## src/rtl/multicycle_control_if.sv

```systemverilog
// Control/datapath bundle for the multicycle controller: instruction fields,
// memory handshake and every control enable/select the controller drives.
interface multicycle_control_if;
  logic       run;
  logic [5:0] opcode;
  logic [5:0] funct;
  logic       zero;
  logic       mem_ready;

  logic       pc_write;
  logic       pc_write_cond;
  logic       iord;
  logic       mem_read;
  logic       mem_write;
  logic       ir_write;
  logic       mem_to_reg;
  logic       reg_dst;
  logic       reg_write;
  logic       alu_src_a;
  logic [1:0] alu_src_b;
  logic [1:0] alu_op;
  logic [1:0] pc_source;
  logic       retired;
  logic       err;
  logic [3:0] state;

  modport master (
    input  run, opcode, funct, zero, mem_ready,
    output pc_write, pc_write_cond, iord, mem_read, mem_write, ir_write,
           mem_to_reg, reg_dst, reg_write, alu_src_a, alu_src_b, alu_op,
           pc_source, retired, err, state
  );

  modport slave (
    output run, opcode, funct, zero, mem_ready,
    input  pc_write, pc_write_cond, iord, mem_read, mem_write, ir_write,
           mem_to_reg, reg_dst, reg_write, alu_src_a, alu_src_b, alu_op,
           pc_source, retired, err, state
  );
endinterface

```

## src/rtl/multicycle_control.sv

```systemverilog
// Moore control FSM for a multicycle MIPS-style datapath (lw, sw, R-type, beq, jr)
// with memory wait states and a sticky illegal-instruction trap.
module multicycle_control (
  input logic               clk,
  input logic               rst_n,
  multicycle_control_if.master bus
);

  typedef enum logic [3:0] {
    FETCH  = 4'd0,
    DECODE = 4'd1,
    MEMADR = 4'd2,
    MEMRD  = 4'd3,
    MEMWB  = 4'd4,
    MEMWR  = 4'd5,
    EXEC   = 4'd6,
    RWB    = 4'd7,
    BRANCH = 4'd8,
    JUMPR  = 4'd9,
    ERROR  = 4'd15
  } state_t;

  localparam logic [5:0] OP_RTYPE = 6'h00;
  localparam logic [5:0] OP_LW    = 6'h23;
  localparam logic [5:0] OP_SW    = 6'h2B;
  localparam logic [5:0] OP_BEQ   = 6'h04;
  localparam logic [5:0] FN_JR    = 6'h2D;

  typedef struct packed {
    logic       pc_write;
    logic       pc_write_cond;
    logic       iord;
    logic       mem_read;
    logic       mem_write;
    logic       ir_write;
    logic       mem_to_reg;
    logic       reg_dst;
    logic       reg_write;
    logic       alu_src_a;
    logic [1:0] alu_src_b;
    logic [1:0] alu_op;
    logic [1:0] pc_source;
    logic       retired;
    logic       err;
  } ctl_t;

  state_t cur;
  ctl_t   ctl;
  ctl_t   gated;

  always_ff @(posedge clk or negedge rst_n) begin
    if (!rst_n) begin
      cur <= FETCH;
    end else begin
      case (cur)
        FETCH: begin
          if (bus.run && bus.mem_ready) cur <= DECODE;
        end
        DECODE: begin
          case (bus.opcode)
            OP_LW, OP_SW: cur <= MEMADR;
            OP_BEQ:       cur <= BRANCH;
            OP_RTYPE:     cur <= (bus.funct == FN_JR) ? JUMPR : EXEC;
            default:      cur <= ERROR;
          endcase
        end
        MEMADR: begin
          if (bus.opcode == OP_LW)      cur <= MEMRD;
          else if (bus.opcode == OP_SW) cur <= MEMWR;
          else                          cur <= ERROR;
        end
        MEMRD: begin
          if (bus.mem_ready) cur <= MEMWB;
        end
        MEMWB:  cur <= FETCH;
        MEMWR: begin
          if (bus.mem_ready) cur <= FETCH;
        end
        EXEC:   cur <= RWB;
        RWB:    cur <= FETCH;
        BRANCH: cur <= FETCH;
        JUMPR:  cur <= FETCH;
        ERROR:  cur <= ERROR;
        default: cur <= ERROR;
      endcase
    end
  end

  // Outputs depend on state only, except for run/mem_ready qualifying FETCH and MEMWR.
  always_comb begin
    ctl = '0;
    case (cur)
      FETCH: begin
        if (bus.run) begin
          ctl.mem_read  = 1'b1;
          ctl.alu_src_b = 2'b01;
          ctl.ir_write  = bus.mem_ready;
          ctl.pc_write  = bus.mem_ready;
        end
      end
      DECODE: begin
        ctl.alu_src_b = 2'b11;
      end
      MEMADR: begin
        ctl.alu_src_a = 1'b1;
        ctl.alu_src_b = 2'b10;
      end
      MEMRD: begin
        ctl.mem_read = 1'b1;
        ctl.iord     = 1'b1;
      end
      MEMWB: begin
        ctl.reg_write  = 1'b1;
        ctl.mem_to_reg = 1'b1;
        ctl.retired    = 1'b1;
      end
      MEMWR: begin
        ctl.mem_write = 1'b1;
        ctl.iord      = 1'b1;
        ctl.retired   = bus.mem_ready;
      end
      EXEC: begin
        ctl.alu_src_a = 1'b1;
        ctl.alu_op    = 2'b10;
      end
      RWB: begin
        ctl.reg_write = 1'b1;
        ctl.reg_dst   = 1'b1;
        ctl.retired   = 1'b1;
      end
      BRANCH: begin
        ctl.alu_src_a     = 1'b1;
        ctl.alu_op        = 2'b01;
        ctl.pc_write_cond = 1'b1;
        ctl.pc_source     = 2'b01;
        ctl.retired       = 1'b1;
      end
      JUMPR: begin
        ctl.pc_write  = 1'b1;
        ctl.pc_source = 2'b11;
        ctl.retired   = 1'b1;
      end
      ERROR: begin
        ctl.err = 1'b1;
      end
      default: begin
        ctl = '0;
      end
    endcase
  end

  // Holding reset must silence every enable, even if run and mem_ready are high.
  assign gated = rst_n ? ctl : '0;

  assign bus.pc_write      = gated.pc_write;
  assign bus.pc_write_cond = gated.pc_write_cond;
  assign bus.iord          = gated.iord;
  assign bus.mem_read      = gated.mem_read;
  assign bus.mem_write     = gated.mem_write;
  assign bus.ir_write      = gated.ir_write;
  assign bus.mem_to_reg    = gated.mem_to_reg;
  assign bus.reg_dst       = gated.reg_dst;
  assign bus.reg_write     = gated.reg_write;
  assign bus.alu_src_a     = gated.alu_src_a;
  assign bus.alu_src_b     = gated.alu_src_b;
  assign bus.alu_op        = gated.alu_op;
  assign bus.pc_source     = gated.pc_source;
  assign bus.retired       = gated.retired;
  assign bus.err           = gated.err;
  assign bus.state         = cur;

endmodule

```

## src/flat_wrapper.sv

```systemverilog
// flat-port wrapper written by rule: the top's interface ports become plain ports
module multicycle_control_flat 
  (clk, rst_n, bus_run, bus_opcode, bus_funct, bus_zero, bus_mem_ready, bus_pc_write, bus_pc_write_cond, bus_iord, bus_mem_read, bus_mem_write, bus_ir_write, bus_mem_to_reg, bus_reg_dst, bus_reg_write, bus_alu_src_a, bus_alu_src_b, bus_alu_op, bus_pc_source, bus_retired, bus_err, bus_state);
  multicycle_control_if bus_i ();
  input logic clk;
  input logic rst_n;
  input wire logic [$bits(bus_i.run)-1:0] bus_run;
  input wire logic [$bits(bus_i.opcode)-1:0] bus_opcode;
  input wire logic [$bits(bus_i.funct)-1:0] bus_funct;
  input wire logic [$bits(bus_i.zero)-1:0] bus_zero;
  input wire logic [$bits(bus_i.mem_ready)-1:0] bus_mem_ready;
  output wire logic [$bits(bus_i.pc_write)-1:0] bus_pc_write;
  output wire logic [$bits(bus_i.pc_write_cond)-1:0] bus_pc_write_cond;
  output wire logic [$bits(bus_i.iord)-1:0] bus_iord;
  output wire logic [$bits(bus_i.mem_read)-1:0] bus_mem_read;
  output wire logic [$bits(bus_i.mem_write)-1:0] bus_mem_write;
  output wire logic [$bits(bus_i.ir_write)-1:0] bus_ir_write;
  output wire logic [$bits(bus_i.mem_to_reg)-1:0] bus_mem_to_reg;
  output wire logic [$bits(bus_i.reg_dst)-1:0] bus_reg_dst;
  output wire logic [$bits(bus_i.reg_write)-1:0] bus_reg_write;
  output wire logic [$bits(bus_i.alu_src_a)-1:0] bus_alu_src_a;
  output wire logic [$bits(bus_i.alu_src_b)-1:0] bus_alu_src_b;
  output wire logic [$bits(bus_i.alu_op)-1:0] bus_alu_op;
  output wire logic [$bits(bus_i.pc_source)-1:0] bus_pc_source;
  output wire logic [$bits(bus_i.retired)-1:0] bus_retired;
  output wire logic [$bits(bus_i.err)-1:0] bus_err;
  output wire logic [$bits(bus_i.state)-1:0] bus_state;
  assign bus_i.run = bus_run;
  assign bus_i.opcode = bus_opcode;
  assign bus_i.funct = bus_funct;
  assign bus_i.zero = bus_zero;
  assign bus_i.mem_ready = bus_mem_ready;
  assign bus_pc_write = bus_i.pc_write;
  assign bus_pc_write_cond = bus_i.pc_write_cond;
  assign bus_iord = bus_i.iord;
  assign bus_mem_read = bus_i.mem_read;
  assign bus_mem_write = bus_i.mem_write;
  assign bus_ir_write = bus_i.ir_write;
  assign bus_mem_to_reg = bus_i.mem_to_reg;
  assign bus_reg_dst = bus_i.reg_dst;
  assign bus_reg_write = bus_i.reg_write;
  assign bus_alu_src_a = bus_i.alu_src_a;
  assign bus_alu_src_b = bus_i.alu_src_b;
  assign bus_alu_op = bus_i.alu_op;
  assign bus_pc_source = bus_i.pc_source;
  assign bus_retired = bus_i.retired;
  assign bus_err = bus_i.err;
  assign bus_state = bus_i.state;
  multicycle_control u_core (.clk(clk), .rst_n(rst_n), .bus(bus_i));
endmodule
```

## config.mk

```make
export PLATFORM = sky130hd
export DESIGN_NAME = multicycle_control_flat
export DESIGN_NICKNAME = d
export VERILOG_FILES = /design/src/rtl/multicycle_control_if.sv /design/src/rtl/multicycle_control.sv /design/src/flat_wrapper.sv
export SDC_FILE = /design/constraint.sdc
export NUM_CORES = 1
export LEC_CHECK = 0
export CAP_MARGIN = 40
export CORE_MARGIN = 2
export CORE_UTILIZATION = 36
export DETAILED_ROUTE_END_ITERATION = 12
export PLACE_DENSITY = 0.79
export SLEW_MARGIN = 40
export SYNTH_ARGS = -nofsm -noshare
export SYNTH_HDL_FRONTEND = slang
export SYNTH_SLANG_ARGS = --single-unit
```

## constraint.sdc

```tcl
create_clock -name clk -period 2.1 [get_ports clk]
set_input_delay 0.315 -clock clk [delete_from_list [all_inputs] [get_ports clk]]
set_output_delay 0.315 -clock clk [all_outputs]
set_load 0.01 [all_outputs]
```

### Yosys cells after proc, flatten, opt, wreduce, memory -nomap -nowiden

Cells that the tools add are included.

* flip-flop bits (word level): 4
* input port bits: 17
* output and inout bits: 22
* word-level logic and storage cells: 54

* equality and inequality tests: 17
* mux-type cells: 27
* reduce and logical (&&, ||, !) cells: 9

Operator list (count)
* $pmux 4 s7: 1
* $mux 4: 6
* $eq 6x6->1 const B: 3
* $mux 18: 1
* $eq 4x3->1 const B: 4
* $eq 4x4->1 const B: 3
* $mux 1: 12
* $pmux 4 s3: 1
* $eq 4x2->1 const B: 2
* $pmux 2 s2: 2
* $eq 6x3->1 const B: 1
* $logic_not 6->1: 1
* $pmux 1 s2: 3
* $pmux 2 s3: 1
* $reduce_or 2->1: 3
* $eq 4x1->1 const B: 1
* $logic_not 4->1: 1
* $ne 2x2->1 const B: 2
* $reduce_or 4->1: 1
* $reduce_and 3->1: 1
* $reduce_or 3->1: 1
* $ne 2x1->1 const B: 1
* $logic_and 1x1->1: 1

### Longest topological paths before layout

Gate-level depths: netlist (run 1).

* depth after elaboration: 4
* depth in mapped cells: 6
* gate-level depth less buffers: 4

### Worst setup path before layout (run 1)

No wires, ideal clock.

* path type: register to output
* start point: register u_core.cur[1] (netlist: u_core.bus.state[1])
* end point: output port bus_pc_write
* arrival: 1600 ps
* required time: 1785 ps
* slack: 185 ps
* stages on the path, launching flop included: 5
* buffers on the path: 1
* cell sequence: dfrtp_1 buf_2 or2_2 nor4_1 or2_2

* word-level cells in the longest chain between the ends: 3
* elaborated cells between the ends (all ways): 4
* those cells by class: eq/ne (1); mux (2); reduce/logical (1)

RTL lines
* from (decl): RTL line multicycle_control.sv:47 `state_t cur;`
* from (signal assigned): RTL line multicycle_control.sv:63 `OP_RTYPE: cur <= (bus.funct == FN_JR) ? JUMPR : EXEC;`
* $eq 4x4->1 / $logic_not 4->1 (equally long branches): RTL line multicycle_control.sv:92 `case (cur)`
* $pmux 1 s2 (*): RTL line multicycle_control.sv:92
* $mux 18 (*): RTL line multicycle_control.sv:153 `assign gated = rst_n ? ctl : '0;`
* to (decl): RTL line flat_wrapper.sv:12 `output wire logic [$bits(bus_i.pc_write)-1:0] bus_pc_write;`

Every way passes the cells marked *; elsewhere a longest branch is shown, timed or not.

### Final worst setup path (run 1)

* start point: input port bus_mem_ready
* end point: output port bus_retired

* word-level cells in the longest chain between the ends: 2

RTL lines
* from (decl): RTL line flat_wrapper.sv:11 `input wire logic [$bits(bus_i.mem_ready)-1:0] bus_mem_ready;`
* $pmux 1 s2: RTL line multicycle_control.sv:92
* $mux 18: RTL line multicycle_control.sv:153
* to (decl): RTL line flat_wrapper.sv:25 `output wire logic [$bits(bus_i.retired)-1:0] bus_retired;`

No other way between the ends.

==> out/qor.yml, run 1 <==
power_uw: 1317
syn_area_sq_um: 628.1
dp.cells: 150
largest_reg_flops: 4
outcome: "finished, final reports clean"
cts_buffers: 3
grt_pass1_vias: 753
antenna_found_initial: 0
die_area_sq_um: 2095
layout_min_cycle_time_ps: 2013
slew_headroom_pct: 76.23
instances_no_fill: 153
critPathMaxStageDelay_ps: 450
grt_pass1_wl_mm: 3.153
dr.pass1.iters: 4
track_usage_pct: 20.47
io_pins: 39
synth-edff-count: 0
synth_area_per_cell_sq_um: 6.827
hold_viol_final: 0
crit_required_ps: 1780
synth_flop_cell: "dfrtp_1"
avgViaCountPerCell: 5.510
clockRootBuffer: "clkbuf_4"
fin_hold_ws_ps: 393.3
antenna_left: 0
diodes: 0
seq_area_frac_synth_pct: 15.94
synth_area_leaders: "dfrtp_1, nor2_1, nand2_1"
coreArea_sq_um: 1689
num_vias: 843
cts.sinks: 4
maxSlewViolCount: 0
powerDensity_nw_per_um2: 1144
synth.distinct_cells: 32
drive_gt1_share_pct: 24.26
tightest_slew_ps: 347.6
setup-tns-final_ps: 0
p_leak_uw: 0.0006540
cp_max_fo: 3
grt_overflow: 0
cp-start-kind: "input port"
timing.max_cap.violations: 0
synth_area_leader_cell: "dfrtp_1"
setup_viol: 0
gp_congestion: 0.8453
synthToLayoutAreaGrowth_pct: 83.27
cp-end-kind: "output pin"
cp.arrival_ps: 1700
drt_iter0_markers: 14
dp_hpwl_mm: 1.475
vdd_ir_drop_max_mv: 0.6567
grt_max_degree: 18
cts_tree: "yes"
hold_path_class: "in2async"
clock_latency_ps: 240
synth_seq_cells: 4
synth.most_common_cell: "nor2_1"
worst_path_max_delay_cell: "clkdlybuf4s50_1"
die_w_um: 45.77
portBuffers: 37
die_h_um: 45.77
skew_ps: 2.936
routedWlPerCell_um: 12.50
syn_inst: 92
placementRows: 15
critPathKind: "in2out"
fin_util_pct: 68.15
final_nets: 155
drc: 0
yosys-top-cells-count: "nor2_1, nand2_1, nor3_1"
crit_path_cell_trace: "clkdlybuf4s50_1, or2_2, a21oi_2, o21ai_0, and2_1, dlygate4sd2_1"
path_clk_slew_ps: 40
htreeDepth: 1
synth_warnings: 0
clockBufferDepth: 2
start_util_pct: 37.19
drt-total-wl_mm: 1.913
period_share_pct: 95.84
synth-async-reset-ratio_pct: 100.0
syn_nets: 109
yosysTopAreaCellShare_pct: 15.94
fmax_ghz: 0.4969
-- kinds of logic after synthesis --
kind of cell,after synthesis,synth area share [%]
buffers and inverters,11,10.96
flip-flops,4,15.94
AO/OA/AOI/OAI,27,29.48
AND/OR/NAND/NOR,49,42.23
XOR/XNOR,1,1.395
-- where the power goes --
group / total, uW / switching [uW] / internal [uW]
Sequential: 183 / 59.6 / 123
Combinational: 1040 / 533 / 506
Clock: 94.5 / 30.6 / 63.8
Total: 1320 / 624 / 693
-- per-stage QoR --
| step | cell area (sq um) | worst slack, ps |
|---|---|---|
| 2_1_floorplan | 628.1 | 185.1 |
| 3_3_place_gp | 1057 | -77.64 |
| 3_5_place_dp | 1057 | -98.97 |
| 4_1_cts | 1109 | 3.052 |
| 5_1_grt | 1151 | -4.546 |
| 6_report | 1151 | 87.43 |
-- path summary, 6_finish.rpt --
path / from / slack, ps / cells past startpoint / endpoint
setup / recovery: bus_mem_ready / 90 / 6 / bus_retired
hold / removal: rst_n / 390 / 2 / u_core.bus.state[1]
setup reg to reg: u_core.bus.state[3] / 510 / 5 / u_core.bus.state[2]
hold reg to reg: u_core.bus.state[2] / 690 / 3 / u_core.bus.state[3]
max in group asynchronous: rst_n / 1580 / 2 / u_core.bus.state[3]
min in group clk: u_core.bus.state[2] / 690 / 3 / u_core.bus.state[3]
-- layout by cell type, fill, tap and decap left out, drive strengths merged, types with 2 or more instances in the layout --
| cell | n |
|---|---|
| dfrtp | 4 |
| a211oi | 2 |
| buf | 10 |
| dlymetal6s2s | 11 |
| nor3 | 7 |
| dlygate4sd2 | 7 |
| nand3 | 2 |
| inv | 5 |
| a21o | 2 |
| nor2 | 11 |
| o211ai | 2 |
| nand2b | 6 |
| clkdlybuf4s50 | 19 |
| a31oi | 5 |
| o32a | 2 |
| nand2 | 10 |
| o21ai | 5 |
| a21oi | 6 |
| or2 | 6 |
| clkbuf | 3 |
-- final cells by class --
type | count | area, sq um
inverters | 5 | 18.77
fillers | 159 | 538.0
well taps | 17 | 21.27
flip-flops and latches | 4 | 101.3
repair buffers | 47 | 484.2
multi-input cells | 77 | 503.0
clock buffers | 3 | 22.52
-- layer usage --
layer	vias up	part of all wire (%)	track usage [%]
met5	-	0	0
met4	0	2.0	12.00
met3	4	6.6	1.587
met2	38	50	35.49
met1	374	42	24.40
li1	427	-	-
-- what timing repair did --
action                                  in CTS  in global routing
hold endpoints to repair                     0                  0
endpoints found under the setup margin      10                 12
hold buffers                                 0                  0
resized for setup                           16                 15
pin swaps                                    0                  0
setup buffers                                0                  0
gates cloned                                 0                  0
-- critical path: cells and delay by family --
kind | cells | cell delay, ps
buffers and inverters | 2 | 730
AND/OR/NAND/NOR | 2 | 450
AO/OA/AOI/OAI | 2 | 200
(Power assumes the default switching activity.)
==> run 2, diff against run 1 <==
--- a/config.mk
+++ b/config.mk
@@ -7,9 +7,9 @@
 export LEC_CHECK = 0
 export CAP_MARGIN = 40
 export CORE_MARGIN = 2
-export CORE_UTILIZATION = 36
+export CORE_UTILIZATION = 39
 export DETAILED_ROUTE_END_ITERATION = 12
-export PLACE_DENSITY = 0.79
+export PLACE_DENSITY = 0.84
 export SLEW_MARGIN = 40
 export SYNTH_ARGS = -nofsm -noshare
 export SYNTH_HDL_FRONTEND = slang
==> out/qor.yml, run 2 (same netlist as run 1, synthesis figures left out) <==
drt-total-wl_mm: 1.915
path_clk_slew_ps: 40
start_util_pct: 41.69
skew_ps: 5.095
swShare_pct: 47.57
clockBufferDepth: 2
maxSlewViolCount: 0
power_uw: 1288
setup_viol: 0
cp-start-kind: "flip-flop"
io_pins: 39
clockRootBuffer: "clkbuf_4"
clockPowerShare_pct: 7.3
gp_congestion: 0.8354
track_usage_pct: 20.05
power.switching_uw: 612.7
dr.pass1.iters: 4
antenna_found_initial: 0
largest_reg_flops: 4
final_cell_mix: "clkdlybuf4s50_1, buf_4, nand2_1, dlymetal6s2s_1, nor2_1"
num_vias: 875
p_seq_share_pct: 14.1
diodes: 0
drt_iter0_markers: 10
placementRows: 14
fmax_ghz: 0.4929
dp.cells: 151
portBuffers: 37
slew_headroom_pct: 75.63
die_w_um: 44.13
hold_path_class: "in2async"
vdd_ir_drop_max_mv: 0.5641
postCtsSetupBuffers: 0
drc: 0
period_share_pct: 96.61
p_leak_uw: 0.0006378
cts.sinks: 4
antenna_left: 0
powerDensity_nw_per_um2: 1134
p_int_uw: 675.3
tightest_slew_ps: 356.4
cts_buffers: 3
cp.arrival_ps: 1710
grt_pass1_wl_mm: 3.070
coreArea_sq_um: 1506
grt_overflow: 0
setup-tns-final_ps: 0
outcome: "finished, final reports clean"
drive_gt1_share_pct: 23.19
die_h_um: 44.13
pwr-share-comb_pct: 78.6
instances_no_fill: 154
layout_min_cycle_time_ps: 2029
crit_required_ps: 1780
dp_hpwl_mm: 1.553
grt_max_degree: 13
avgViaCountPerCell: 5.682
cp-end-kind: "output pin"
die_area_sq_um: 1947
clock_latency_ps: 240
fin_util_pct: 75.42
final_nets: 157
cp_max_fo: 12
routedWlPerCell_um: 12.44
critPathKind: "reg2out"
cts_tree: "yes"
hold_viol_final: 0
grt_pass1_vias: 798
timing.max_cap.violations: 0
layout_commonest_cell: "clkdlybuf4s50_1"
htreeDepth: 1
synthToLayoutAreaGrowth_pct: 80.88
==> run 2: final timing paths <==
check / start / to / slack, ps / cells after the start
max in group asynchronous: rst_n / u_core.bus.state[3] / 1590 / 2
worst min register to register: u_core.bus.state[2] / u_core.bus.state[3] / 680 / 3
worst max-delay path: u_core.bus.state[1] / bus_retired / 70 / 6
min in group clk: u_core.bus.state[2] / u_core.bus.state[3] / 680 / 3
worst min-delay path: rst_n / u_core.bus.state[3] / 400 / 2
worst max register to register: u_core.bus.state[0] / u_core.bus.state[2] / 420 / 6
==> run 2: layout make-up <==
type | count | area, sq um
clock buffer | 3 | 22.52
inverter | 5 | 18.77
sequential | 4 | 101.3
timing repair buffer | 49 | 480.5
tap | 16 | 20.02
multi-input combinational | 77 | 493.0
fill | 118 | 370.4
==> run 2: through the flow <==
stage	setup slack, ps	area [sq um]	hold slack, ps
final	71.22	1136	398.6
after global routing	-2.737	1136	426.5
after CTS	0.7456	1095	403.3
after detailed placement	-96.59	1059	642.9
after global placement	-87.15	1059	654.4
after floorplan	185.1	628.1	19.41
==> run 2: power by group through the flow <==
stage / clock network [uW] / logic (uW) / registers (uW)
final: 94.4 / 1010 / 181
after CTS: 92.8 / 994 / 173
after global placement: 0 / 965 / 167
after detailed placement: 0 / 978 / 170
after floorplan: 0 / 611 / 174
after global routing: 93.3 / 1110 / 191
==> run 2: worst max-delay path: stages (launching register included) <==
cell and delay [ps]:
dfrtp_1 380, buf_6 160, or2_2 290, a21oi_1 140
o21ai_0 70, and2_1 150, dlygate4sd2_1 280
==> run 2: repair_timing <==
item                                    in CTS  in global routing
pin swaps                                    1                  0
hold buffers                                 0                  0
resized for setup                           12                 14
endpoints found under the setup margin      12                 11
cloned                                       0                  0
==> run 2: per-layer routing <==
layer	up-vias	track usage, %	wire length [um]
met4	0	7.273	32
met3	4	0.8163	164
met5	-	0	0
li1	429	-	-
met1	397	21.16	723
met2	45	40.88	994
==> run 3, diff against run 2 <==
--- a/config.mk
+++ b/config.mk
@@ -8,6 +8,7 @@
 export CAP_MARGIN = 40
 export CORE_MARGIN = 2
 export CORE_UTILIZATION = 39
+export CTS_CLUSTER_SIZE = 14
 export DETAILED_ROUTE_END_ITERATION = 12
 export PLACE_DENSITY = 0.84
 export SLEW_MARGIN = 40
==> results of run 3 <==
No change in the layout: final DEF, timing and power equal those of run 2.
